File: src/rtl/vblank_dma_ctrl.sv
// Bus-mastering block copy for the Aznable map: CPU programs SRC/DST/LEN, START takes the Z80 bus
// via BUSRQ/BUSAK and copies one byte every three clocks, optionally only while vblank is high.
//   state  | meaning
//   IDLE   | waiting for START
//   ARM    | started, waiting for vblank when VBL_ONLY is set
//   REQ    | busrq asserted, waiting for busak
//   RD     | source address on the bus
//   LAT    | source byte returns, captured into dma_dout
//   WR     | byte written to destination, counters stepped
//   REL    | bus released, waiting for busak to drop
//   DONE   | one-cycle completion pulse
`timescale 1ns/1ps
module vblank_dma_ctrl #(
  parameter logic [7:0] REG_PAGE = 8'h8B,
  parameter int         LEN_W    = 8
) (
  input  logic        clk_24,
  input  logic        reset_n,
  input  logic [15:0] cpu_addr,
  input  logic [7:0]  cpu_dout,
  input  logic        cpu_wr_n,
  input  logic        cpu_mreq_n,
  output logic        reg_cs,
  output logic [7:0]  reg_data_out,
  input  logic        vblank,
  output logic        cpu_busrq_n,
  input  logic        cpu_busak_n,
  output logic        dma_active,
  output logic [15:0] dma_addr,
  input  logic [7:0]  dma_din,
  output logic [7:0]  dma_dout,
  output logic        dma_wr,
  output logic        done_pulse
);

  typedef enum logic [2:0] {
    S_IDLE, S_ARM, S_REQ, S_RD, S_LAT, S_WR, S_REL, S_DONE
  } state_t;

  localparam logic [LEN_W:0] LEN_ONE  = (LEN_W+1)'(1);
  localparam logic [LEN_W:0] LEN_FULL = LEN_ONE << LEN_W;

  state_t         r_state;
  logic [15:0]    r_src;
  logic [15:0]    r_dst;
  logic [LEN_W:0] r_len;
  logic           r_vbl_only;
  logic           r_done;
  logic           r_err;
  logic           r_wr_prev;
  logic           r_st_prev;
  logic           r_busrq_n;
  logic           r_dma_active;
  logic [15:0]    r_dma_addr;
  logic [7:0]     r_dma_dout;
  logic           r_dma_wr;
  logic           r_done_pulse;

  logic [2:0] w_off;
  logic       w_reg_cs;
  logic       w_wr_cyc;
  logic       w_wr_acc;
  logic       w_st_rd;
  logic       w_start;
  logic       w_busy;
  logic       w_unused_addr;

  assign w_off         = cpu_addr[2:0];
  assign w_reg_cs      = (cpu_addr[15:8] == REG_PAGE) && !cpu_mreq_n;
  assign w_wr_cyc      = w_reg_cs && !cpu_wr_n;
  assign w_wr_acc      = w_wr_cyc && !r_wr_prev;
  assign w_st_rd       = w_reg_cs && cpu_wr_n && (w_off == 3'd5);
  assign w_start       = w_wr_acc && (w_off == 3'd5) && cpu_dout[0];
  assign w_busy        = (r_state != S_IDLE) && (r_state != S_DONE);
  assign w_unused_addr = &{1'b0, cpu_addr[7:3]};

  assign reg_cs      = w_reg_cs;
  assign cpu_busrq_n = r_busrq_n;
  assign dma_active  = r_dma_active;
  assign dma_addr    = r_dma_addr;
  assign dma_dout    = r_dma_dout;
  assign dma_wr      = r_dma_wr;
  assign done_pulse  = r_done_pulse;

  always_comb begin
    reg_data_out = 8'h00;
    case (w_off)
      3'd0:    reg_data_out = r_src[7:0];
      3'd1:    reg_data_out = r_src[15:8];
      3'd2:    reg_data_out = r_dst[7:0];
      3'd3:    reg_data_out = r_dst[15:8];
      3'd4:    reg_data_out = 8'(r_len[LEN_W-1:0]);
      3'd5:    reg_data_out = {5'b0, r_err, r_done, w_busy};
      default: reg_data_out = 8'h00;
    endcase
  end

  always_ff @(posedge clk_24 or negedge reset_n) begin
    if (!reset_n) begin
      r_state      <= S_IDLE;
      r_src        <= '0;
      r_dst        <= '0;
      r_len        <= '0;
      r_vbl_only   <= 1'b0;
      r_done       <= 1'b0;
      r_err        <= 1'b0;
      r_wr_prev    <= 1'b0;
      r_st_prev    <= 1'b0;
      r_busrq_n    <= 1'b1;
      r_dma_active <= 1'b0;
      r_dma_addr   <= '0;
      r_dma_dout   <= '0;
      r_dma_wr     <= 1'b0;
      r_done_pulse <= 1'b0;
    end else begin
      r_wr_prev    <= w_wr_cyc;
      r_st_prev    <= w_st_rd;
      r_dma_wr     <= 1'b0;
      r_done_pulse <= 1'b0;

      if (w_st_rd && !r_st_prev) r_done <= 1'b0;

      if (w_wr_acc && !w_busy) begin
        case (w_off)
          3'd0:    r_src[7:0]  <= cpu_dout;
          3'd1:    r_src[15:8] <= cpu_dout;
          3'd2:    r_dst[7:0]  <= cpu_dout;
          3'd3:    r_dst[15:8] <= cpu_dout;
          3'd4:    r_len       <= {1'b0, cpu_dout[LEN_W-1:0]};
          3'd5:    r_vbl_only  <= cpu_dout[1];
          default: ;
        endcase
      end

      if (w_start && w_busy) r_err <= 1'b1;

      case (r_state)
        S_IDLE, S_DONE: begin
          r_state <= S_IDLE;
          if (w_start) begin
            r_done  <= 1'b0;
            r_err   <= 1'b0;
            // a zero length counter means a full 2**LEN_W block
            if (r_len == '0) r_len <= LEN_FULL;
            r_state <= S_ARM;
          end
        end
        S_ARM: begin
          if (!r_vbl_only || vblank) begin
            r_busrq_n <= 1'b0;
            r_state   <= S_REQ;
          end
        end
        S_REQ: begin
          if (!cpu_busak_n) begin
            r_dma_active <= 1'b1;
            r_dma_addr   <= r_src;
            r_state      <= S_RD;
          end
        end
        S_RD: r_state <= S_LAT;
        S_LAT: begin
          r_dma_dout <= dma_din;
          r_dma_addr <= r_dst;
          r_dma_wr   <= 1'b1;
          r_state    <= S_WR;
        end
        S_WR: begin
          r_src <= r_src + 16'd1;
          r_dst <= r_dst + 16'd1;
          r_len <= r_len - LEN_ONE;
          if ((r_len == LEN_ONE) || (r_vbl_only && !vblank)) begin
            r_busrq_n    <= 1'b1;
            r_dma_active <= 1'b0;
            r_state      <= S_REL;
          end else begin
            r_dma_addr <= r_src + 16'd1;
            r_state    <= S_RD;
          end
        end
        S_REL: begin
          if (cpu_busak_n) begin
            if (r_len == '0) begin
              r_done       <= 1'b1;
              r_done_pulse <= 1'b1;
              r_state      <= S_DONE;
            end else begin
              r_state <= S_ARM;
            end
          end
        end
        default: r_state <= S_IDLE;
      endcase
    end
  end

endmodule

File: config.mk
export PLATFORM = sky130hd
export DESIGN_NAME = vblank_dma_ctrl
export DESIGN_NICKNAME = d
export VERILOG_FILES = /design/src/rtl/vblank_dma_ctrl.sv
export SDC_FILE = /design/constraint.sdc
export NUM_CORES = 1
export LEC_CHECK = 0
export BUFFER_PORTS_ARGS = -buffer_cell sky130_fd_sc_hd__buf_2
export CORE_MARGIN = 8
export CORE_UTILIZATION = 59
export CTS_BUF_LIST = sky130_fd_sc_hd__clkbuf_4 sky130_fd_sc_hd__clkbuf_8
export DETAILED_ROUTE_END_ITERATION = 7
export HOLD_SLACK_MARGIN = 0.08
export PLACE_DENSITY_LB_ADDON = 0.08
export SYNTH_ARGS = -nofsm -noshare
export SYNTH_HDL_FRONTEND = slang
export SYNTH_SLANG_ARGS = --single-unit
File: constraint.sdc
create_clock -name clk_24 -period 2.8 [get_ports clk_24]
set_clock_uncertainty 0.05 [all_clocks]
set_input_delay 0.14 -clock clk_24 [delete_from_list [all_inputs] [get_ports clk_24]]
set_output_delay 0.14 -clock clk_24 [all_outputs]
set_load 0.1 [all_outputs]
==> results of run 1 <==
## cells by family after synthesis
family	count (synthesis)	share of synthesized area (%)
simple gates	209	22.6
flops	77	40.2
fa+ha+maj	5	1.30
compound gates	153	21.6
mux	33	9.05
buf+inv	51	4.35
xor+xnor	5	0.913
## flip-flops by register name, indices dropped and copies added (netlist names), 3 cells and up, named ones only
register  flops
r_src        16
r_len         9
r_dst        16
dma_dout      8
dma_addr     16
r_state       3
## final cells by class
| class | instances | area share, % |
|---|---|---|
| well taps | 105 | 2.35 |
| clock inverters | 3 | 0.358 |
| multi-input cells | 405 | 47.8 |
| inverters | 15 | 1.01 |
| flip-flops and latches | 77 | 34.5 |
| clock buffers | 12 | 2.96 |
| repair buffers | 100 | 11.1 |
## repair_timing
item / CTS / global route
setup endpoints to repair: 0 / 0
hold buffers: 15 / 0
endpoints found under the hold margin: 92 / 0
## path summary, 6_finish.rpt
check | from | endpoint | slack, ps | cells past startpoint
max | r_len[2] | r_len[6] | 390 | 5
min | vblank | cpu_busrq_n | 90 | 4
max reg2reg | r_len[2] | r_len[6] | 390 | 5
min reg2reg | dma_addr[3] | dma_addr[3] | 430 | 2
max in group asynchronous | reset_n | r_dst[1] | 1600 | 2
min in group asynchronous | reset_n | dma_dout[7] | 420 | 2
## layer usage
layer | routed length (um) | GRT usage (%) | vias to the layer above | share of wire [%]
met3 | 1210 | 6.17 | 39 | 8.3
met2 | 6800 | 40.0 | 216 | 47
met1 | 5980 | 34.5 | 2227 | 41
met4 | 539 | 12.2 | 0 | 3.7
met5 | 0 | 0 | - | 0
li1 | - | - | 2157 | -
## stage by stage
stage               utilization (%)  hold slack, ps
floorplan                         -            -206
global placement               65.2             294
detailed placement             65.2             295
CTS                            69.4            84.2
global route                   69.4            99.6
finish                         69.4            91.6
## worst reg2reg max path, stage by stage, from the launching register on
cell and delay [ps]:
dfrtp_1 450, nor4_1 410, nand3_1 290, nor4_1 570, nor3_1 160, a221o_1 370
## power groups by stage
stage / clock, mW / sequential, mW / combinational, mW
finish: 0.799 / 1.91 / 3.53
detailed placement: 0 / 1.91 / 3.48
CTS: 0.813 / 1.89 / 3.51
global placement: 0 / 1.89 / 3.44
floorplan: 0 / 3.03 / 1.58
global route: 0.859 / 1.97 / 3.74
## cell usage in the layout, fill, tap and decap left out, types with 12 or more instances in the layout
master,synthesis,layout
nand3_1,27,27
mux2_2,13,13
clkbuf_8,0,12
mux2i_1,13,13
nor3_1,13,13
dfrtp_1,76,76
inv_1,15,15
nor2_1,53,53
or3_1,12,12
o21ai_0,33,31
dlygate4sd3_1,0,15
buf_2,8,68
a21oi_1,38,38
nand2_1,50,50
buf_4,0,17
==> metrics.txt, run 1 <==
worst path required time=2990 ps; startpoint class of the critical path=register; Initial Utilization=59.6%; endpoints failing hold=0; All-Layer GR Usage=26.2%; detailed-route DRC error count=0; Buf/Inv on CP=0; clock buffer depth=2; total core area=8050 um^2; CP Capture Type=register; area of the multi-input gates=2670 um^2; # fillers=657; CTS Root Cell=clkbuf_8; total number of yosys warnings=0; total length of routed wires=14500 um; final setup violating endpoints=0; Final Power=6.24 mW; max cap viols=0; Leak=2.44 nW; drt first pass iters=5; Nets=651; RSZ-0062 raised after global routing=no; number of post-CTS setup repair buffers=0; num rows=33; via/cell ratio=6.47; Slew headroom=33.3%; sequential fraction of the synthesis area=40.2%; Inst Count DP=687; Internal Pwr Total=2.77 mW; worst slack at placement=459 ps; CTS sink count=77; area leader, netlist=dfrtp_1; layout cells sized above 1=24.2%; Die H=106 um; final period utilization=86.1%; dominant cell by count in the synthesized netlist=dfrtp_1; pin count of the biggest net entering global routing=78; CTS tree=built; Skew-Pair Late Insertion Delay=350 ps; first-pass GRT wire length=23600 um; post_cts resized=0; EDFF count, synth=0; initial antenna violation count=0; fin crit period=2410 ps; grt ovf=0; Slowest-stage cell, CP=nor4_1; clock power share=12.8%; ys async rst share=100%; sw frac=55.7%; Max Freq=415 MHz; H-Tree Depth=3; Reg area=1930 um^2; Gate power share=56.5%; Detail Placement HPWL=10100 um; hold crit path type=input port to register; Top FF cell, synth=dfrtp_1; status=finished, final reports clean; Critical Path AT=2600 ps; IO buf count=69; Top Ports=75; Starting DRT DRC Count=413; share of power burned in registers=30.7%; synthesized area=4800 um^2; crit-path max FO=7; Area Growth Syn to Fin=16.4%; post-route setup TNS=0 ps; DR vias=4639; antenna cells=0; crit-path cells=nor4_1 -> nand3_1 -> nor4_1 -> nor3_1 -> a221o_1; synth cell count leaders=76 x dfrtp_1, 53 x nor2_1, 50 x nand2_1; post-synth top area share=39.6%; Critical Path Max Stage Delay=570 ps; post-route cell area=5590 um^2; final max-slew violation count=0; syn_nets=576; critical path class=register to register; power density of the placed cells=1120 nW/um^2; Worst path most repeated cell=nor4_1; Post-Layout Cell Count=717; synth unique cells=65; placed cell areas=5250 um^2; Slew @ Worst Pin=1000 ps; Final GP Congestion=0.923; Syn Area/Cell=9.00 um^2; die area=11300 um^2; vias in the first global route=4487; setup slack after layout=389 ps; post-synthesis register bit count=77; chip width=106 um; Worst-path clk slew=90 ps; P_sw=3.47 mW; Num CTS Buffers=9; wire per inst=20.3 um; delay-heaviest family, CP=simple AND/OR/NAND/NOR gates; worst vdd ir=866 uV; top post-synthesis cells by area=dfrtp_1 40%, nor2_1 4.1%, a21oi_1 4.0%; antenna viol nets, final=0; cells after synthesis=533
Note: power is estimated with default switching activity, not from simulation.
==> run 2: changes to the inputs <==
==> constraint.sdc (replaced) <==
create_clock -name clk_24 -period 2.7 [get_ports clk_24]
set_clock_uncertainty 0.05 [all_clocks]
set_input_delay 0.54 -clock clk_24 [delete_from_list [all_inputs] [get_ports clk_24]]
set_output_delay 0.54 -clock clk_24 [all_outputs]
set_load 0.1 [all_outputs]
==> run 2 against run 1 <==
Sequential cell count unchanged. Die area did not move. Critical path depth decreased by 1. Sequential power is 5% higher. Sequential share of layout area decreased by 0.10 points. Register-to-register slack about the same. Worst hold slack gained 250 ps.
==> metrics.txt, run 2 (synthesis results as in run 1) <==
Slew headroom=58.7% (was 33.3%); endpoints failing hold=0 (unchanged); chip width=106 um (unchanged); total length of routed wires=14800 um (was 14500 um); final period utilization=94.4%; commonest non-fill, non-tap cells in the layout=74 x dfrtp_1, 67 x buf_2, 52 x nor2_1 (was 76 x dfrtp_1, 68 x buf_2, 53 x nor2_1); # fillers=657 (unchanged); Skew-Pair Late Insertion Delay=360 ps (was 350 ps); CP Capture Type=output pin (was register); grt ovf=0 (unchanged); antenna cells=0 (unchanged); Nets=645 (was 651); Detail Placement HPWL=10600 um (was 10100 um); worst path required time=2110 ps (was 2990 ps); power density of the placed cells=1190 nW/um^2 (was 1120 nW/um^2); vias in the first global route=4697 (was 4487); Area Growth Syn to Fin=16.9% (was 16.4%); antenna viol nets, final=0 (unchanged); IO buf count=69 (unchanged); Slew @ Worst Pin=603 ps (was 1000 ps); FF-to-FF path depth=5 (unchanged); DR vias=4771 (was 4639); final setup violating endpoints=0 (unchanged); critical path class=input port to output pin (was register to register); Post-Layout Cell Count=712 (was 717); fin crit period=2550 ps; drt first pass iters=5 (unchanged); crit-path max FO=16 (was 7); die area=11300 um^2 (unchanged); startpoint of the worst-slack reg-to-reg timing path=r_len[2] (unchanged); Critical path origin=cpu_addr[0] (was r_len[2]); area of the multi-input gates=2700 um^2 (was 2670 um^2); RSZ-0062 raised after global routing=no (unchanged); Critical Path Max Stage Delay=590 ps (was 570 ps); Critical Path AT=1960 ps (was 2600 ps); hold crit path type=input port to register (unchanged); All-Layer GR Usage=27.2% (was 26.2%); startpoint class of the critical path=input port (was register); num rows=33 (unchanged); Starting DRT DRC Count=502 (was 413); final max-slew violation count=0 (unchanged); first-pass GRT wire length=24400 um (was 23600 um); layout cells sized above 1=27.0% (was 24.2%); Inst Count DP=695 (was 687); total core area=8050 um^2 (unchanged); via/cell ratio=6.70 (was 6.47); CTS sink count=77 (unchanged); worst slack at placement=165 ps (was 459 ps); worst vdd ir=754 uV (was 866 uV); Final GP Congestion=0.957 (was 0.923); Worst path most repeated cell=buf_2 (was nor4_1); Initial Utilization=59.6% (unchanged); H-Tree Depth=3 (unchanged); Max Freq=392 MHz; Num CTS Buffers=9 (unchanged); max cap viols=0 (unchanged); wire per inst=20.7 um (was 20.3 um); CTS tree=built (unchanged); number of post-CTS setup repair buffers=0 (unchanged); setup slack after layout=151 ps (was 389 ps); Reg area=1930 um^2 (about the same); status=finished, final reports clean (unchanged); Leak=2.46 nW (was 2.44 nW); CTS Root Cell=clkbuf_8 (unchanged); pin count of the biggest net entering global routing=46 (was 78); Slowest-stage cell, CP=mux4_2 (was nor4_1); initial antenna violation count=0 (unchanged); clock buffer depth=2 (unchanged); leading cell type in the layout, fill and taps excluded=dfrtp_1 (unchanged); Hold Path Cell Cnt=2 (was 4); crit-path cells=buf_2 -> mux4_2 -> a22o_1 -> buf_2 (was nor4_1 -> nand3_1 -> nor4_1 -> nor3_1 -> a221o_1); Top Ports=75 (unchanged); min-delay src=cpu_wr_n (was vblank); detailed-route DRC error count=0 (unchanged); Die H=106 um (unchanged); Worst-path clk slew=80 ps (was 90 ps)
run 2: cell count changes in the layout (fill, tap and decap cells not counted), sizes merged:
cell and change:
inv +1, clkinvlp -1, clkinv +1, dlygate4sd3 -14
buf +8, clkbuf -2, bufinv +2
run 2: power by group:
| group | internal [mW] | leakage [nW] | total, mW | switching (mW) |
|---|---|---|---|---|
| clock | 0.552 | 0.113 | 1.02 | 0.463 |
| combinational | 0.965 | 1.44 | 3.68 | 2.71 |
| sequential | 1.52 | 0.905 | 2.00 | 0.475 |
run 2: final timing paths:
kind                       slack (ps)              end
max                               150  reg_data_out[4]
min                               340        r_wr_prev
min reg2reg                       420      dma_addr[1]
max in group asynchronous        1370         r_dst[7]
max reg2reg                       380         r_len[6]
min in group asynchronous         610      dma_dout[7]
run 2: routing by layer:
layer	global-route usage, %	vias up	wire, um
met1	35.5	2315	6020
met4	15.0	0	478
li1	-	2137	-
met5	0	-	0
met3	6.53	48	1410
met2	40.7	271	6850
run 2: final cells by class:
type	instances	area share (%)
Multi-Input combinational cell	405	48.0
Inverter	15	1.00
Tap cell	105	2.34
Sequential cell	77	34.4
Clock buffer	10	2.45
Timing Repair Buffer	94	10.1
Clock inverter	6	1.67
run 2: metrics by stage:
step           power [mW]  cell area, um^2  util (%)  hold WS (ps)  TNS, ps
2_1_floorplan        4.79             4830         -           194    -25.8
3_3_place_gp         5.57             5370      66.6           406        0
3_5_place_dp         5.65             5370      66.6           415        0
4_1_cts              6.67             5610      69.6           324        0
5_1_grt              7.05             5610      69.7           334        0
6_report             6.69             5610      69.7           339        0
run 2: worst max-delay path, delay by kind of cell:
kind | cells | cell delay [ps]
mux | 1 | 590
compound gates | 1 | 200
buf+inv | 2 | 620
run 2: timing repair:
action / CTS / global route
hold buffers: 1 / 0
endpoints found under the hold margin: 3 / 0
setup endpoints to repair: 0 / 1
resized for setup: 0 / 3
==> run 3: changes to the inputs <==
--- a/config.mk
+++ b/config.mk
@@ -6,8 +6,10 @@
 export NUM_CORES = 1
 export LEC_CHECK = 0
 export BUFFER_PORTS_ARGS = -buffer_cell sky130_fd_sc_hd__buf_2
+export CELL_PAD_IN_SITES_DETAIL_PLACEMENT = 1
+export CELL_PAD_IN_SITES_GLOBAL_PLACEMENT = 1
 export CORE_MARGIN = 8
-export CORE_UTILIZATION = 59
+export CORE_UTILIZATION = 45
 export CTS_BUF_LIST = sky130_fd_sc_hd__clkbuf_4 sky130_fd_sc_hd__clkbuf_8
 export DETAILED_ROUTE_END_ITERATION = 7
 export HOLD_SLACK_MARGIN = 0.08
==> run 3 against run 2 <==
Routed wire length grew 17%. Count of clock-buffer cells in the layout up 2. Register-to-register slack worse by 100 ps. Via count rose by 0.86%. Non-clock buffer count grew 5. Worst hold slack lost 220 ps. Setup slack improved by 3.2 ps. Critical path type is now register to output pin. Critical path depth fell by 1. Cell area up 0.89%. Total power increased by 0.85%. Global-route usage decreased by 2.4 points. Critical endpoint is now reg_data_out[7]. First-iteration DRC count down 19%.
==> metrics.txt, run 3 (synthesis results as in run 1) <==
status=finished, final reports clean (unchanged); final max-slew violation count=0 (unchanged); Critical Path AT=1960 ps (about the same); grt ovf=0 (unchanged); max cap viols=0 (unchanged); worst vdd ir=700 uV (was 754 uV); Critical path origin=r_src[7] (was cpu_addr[0]); die area=14200 um^2 (was 11300 um^2); Final Power=6.75 mW (was 6.69 mW); setup slack after layout=154 ps (was 151 ps); antenna cells=0 (unchanged); CTS sink count=77 (unchanged); Slew headroom=57.1% (was 58.7%); clock buffer depth=2 (unchanged); Starting DRT DRC Count=409 (was 502); critical path class=register to output pin (was input port to output pin); worst slack at placement=187 ps (was 165 ps); final setup violating endpoints=0 (unchanged); Slew @ Worst Pin=638 ps (was 603 ps); startpoint class of the critical path=register (was input port); detailed-route DRC error count=0 (unchanged); crit-path max FO=11 (was 16); area of the multi-input gates=2700 um^2 (unchanged); fin crit period=2550 ps (about the same); first-pass GRT wire length=28000 um (was 24400 um); Reg area=1930 um^2 (about the same); Initial Utilization=46.5% (was 59.6%); r2r endpoint=r_src[4] (was r_len[6]); Area Growth Syn to Fin=18.0% (was 16.9%); drt first pass iters=5 (unchanged); Nets=650 (was 645); hold crit path type=input port to async pin (was input port to register); number of post-CTS setup repair buffers=0 (unchanged); layout cells sized above 1=27.5% (was 27.0%); All-Layer GR Usage=24.7% (was 27.2%); initial antenna violation count=0 (unchanged); num rows=37 (was 33); chip width=119 um (was 106 um); H-Tree Depth=3 (unchanged); CP Capture Type=output pin (unchanged); leading cell type in the layout, fill and taps excluded=dfrtp_1 (unchanged); Worst-path clk slew=80 ps (about the same); RSZ-0062 raised after global routing=no (unchanged); Leak=2.48 nW (was 2.46 nW); commonest non-fill, non-tap cells in the layout=76 x dfrtp_1, 67 x buf_2, 52 x nor2_1 (was 74 x dfrtp_1, 67 x buf_2, 52 x nor2_1); final period utilization=94.3% (was 94.4%); Detail Placement HPWL=12600 um (was 10600 um); vias in the first global route=5059 (was 4697); CTS tree=built (unchanged); endpoints failing hold=0 (unchanged); reg2reg setup slack=280 ps (was 380 ps); total core area=10300 um^2 (was 8050 um^2); startpoint of the worst-slack reg-to-reg timing path=r_state[2] (was r_len[2]); antenna viol nets, final=0 (unchanged); FF-to-FF path depth=5 (unchanged); CTS Root Cell=clkbuf_8 (unchanged); Max Freq=393 MHz (was 392 MHz); Die H=119 um (was 106 um); Num CTS Buffers=9 (unchanged); pin count of the biggest net entering global routing=44 (was 46); via/cell ratio=6.43 (was 6.70); Top Ports=75 (unchanged); worst path required time=2110 ps (about the same); Final GP Congestion=0.932 (was 0.957); wire per inst=23.1 um (was 20.7 um); DR vias=4812 (was 4771); # fillers=1252 (was 657); IO buf count=69 (unchanged); power density of the placed cells=1190 nW/um^2 (about the same); Skew-Pair Late Insertion Delay=360 ps (about the same); total length of routed wires=17300 um (was 14800 um)
## run 3: worst max path at each step
| stage | depth (start not counted) | endpoint | slack [ps] |
|---|---|---|---|
| global placement | 4 | reg_data_out[5] | 190 |
| CTS | 5 | reg_data_out[0] | 70 |
| detailed placement | 4 | reg_data_out[5] | 190 |
| floorplan | 4 | reg_data_out[3] | -9 |
| finish | 3 | reg_data_out[7] | 150 |
| global route | 5 | reg_data_out[0] | 30 |
## run 3: layout make-up
| cell class | count | share of cell area [%] |
|---|---|---|
| inverter | 15 | 0.994 |
| sequential | 77 | 34.1 |
| timing repair buffer | 99 | 10.6 |
| clock buffer | 12 | 2.92 |
| clock inverter | 4 | 0.796 |
| multi-input combinational | 405 | 47.6 |
| tap | 136 | 3.01 |
## run 3: where the power goes
part	internal [mW]	switching (mW)	total, mW
Clock	0.499	0.443	0.942
Combinational	0.992	2.84	3.83
Sequential	1.52	0.455	1.98
## run 3: critical path, stage by stage (launching register included)
cell and delay, ps:
dfrtp_1 540, mux4_2 530, a22o_2 230, buf_2 290
## run 3: what timing repair did
item / CTS / global route
hold endpoints to repair: 0 / 0
setup endpoints to repair: 0 / 1
resized for setup: 0 / 1
hold buffers: 0 / 0
## run 3: per-layer routing
metal  global-route usage, %  part of all wire, %
met2                    39.7                   48
met1                    31.7                   42
met3                    4.49                  6.2
met4                    11.7                  3.4
met5                       0                    0
## run 3: per-stage QoR
step,util [%],TNS [ps],std cells,hold WS (ps),cell area (um^2)
3_5_place_dp,52.8,0,732,416,5450
4_1_cts,54.8,0,748,119,5660
6_report,54.8,0,748,117,5660
3_3_place_gp,52.8,0,732,405,5450
2_1_floorplan,-,-25.8,533,194,4830
5_1_grt,54.8,0,748,141,5660
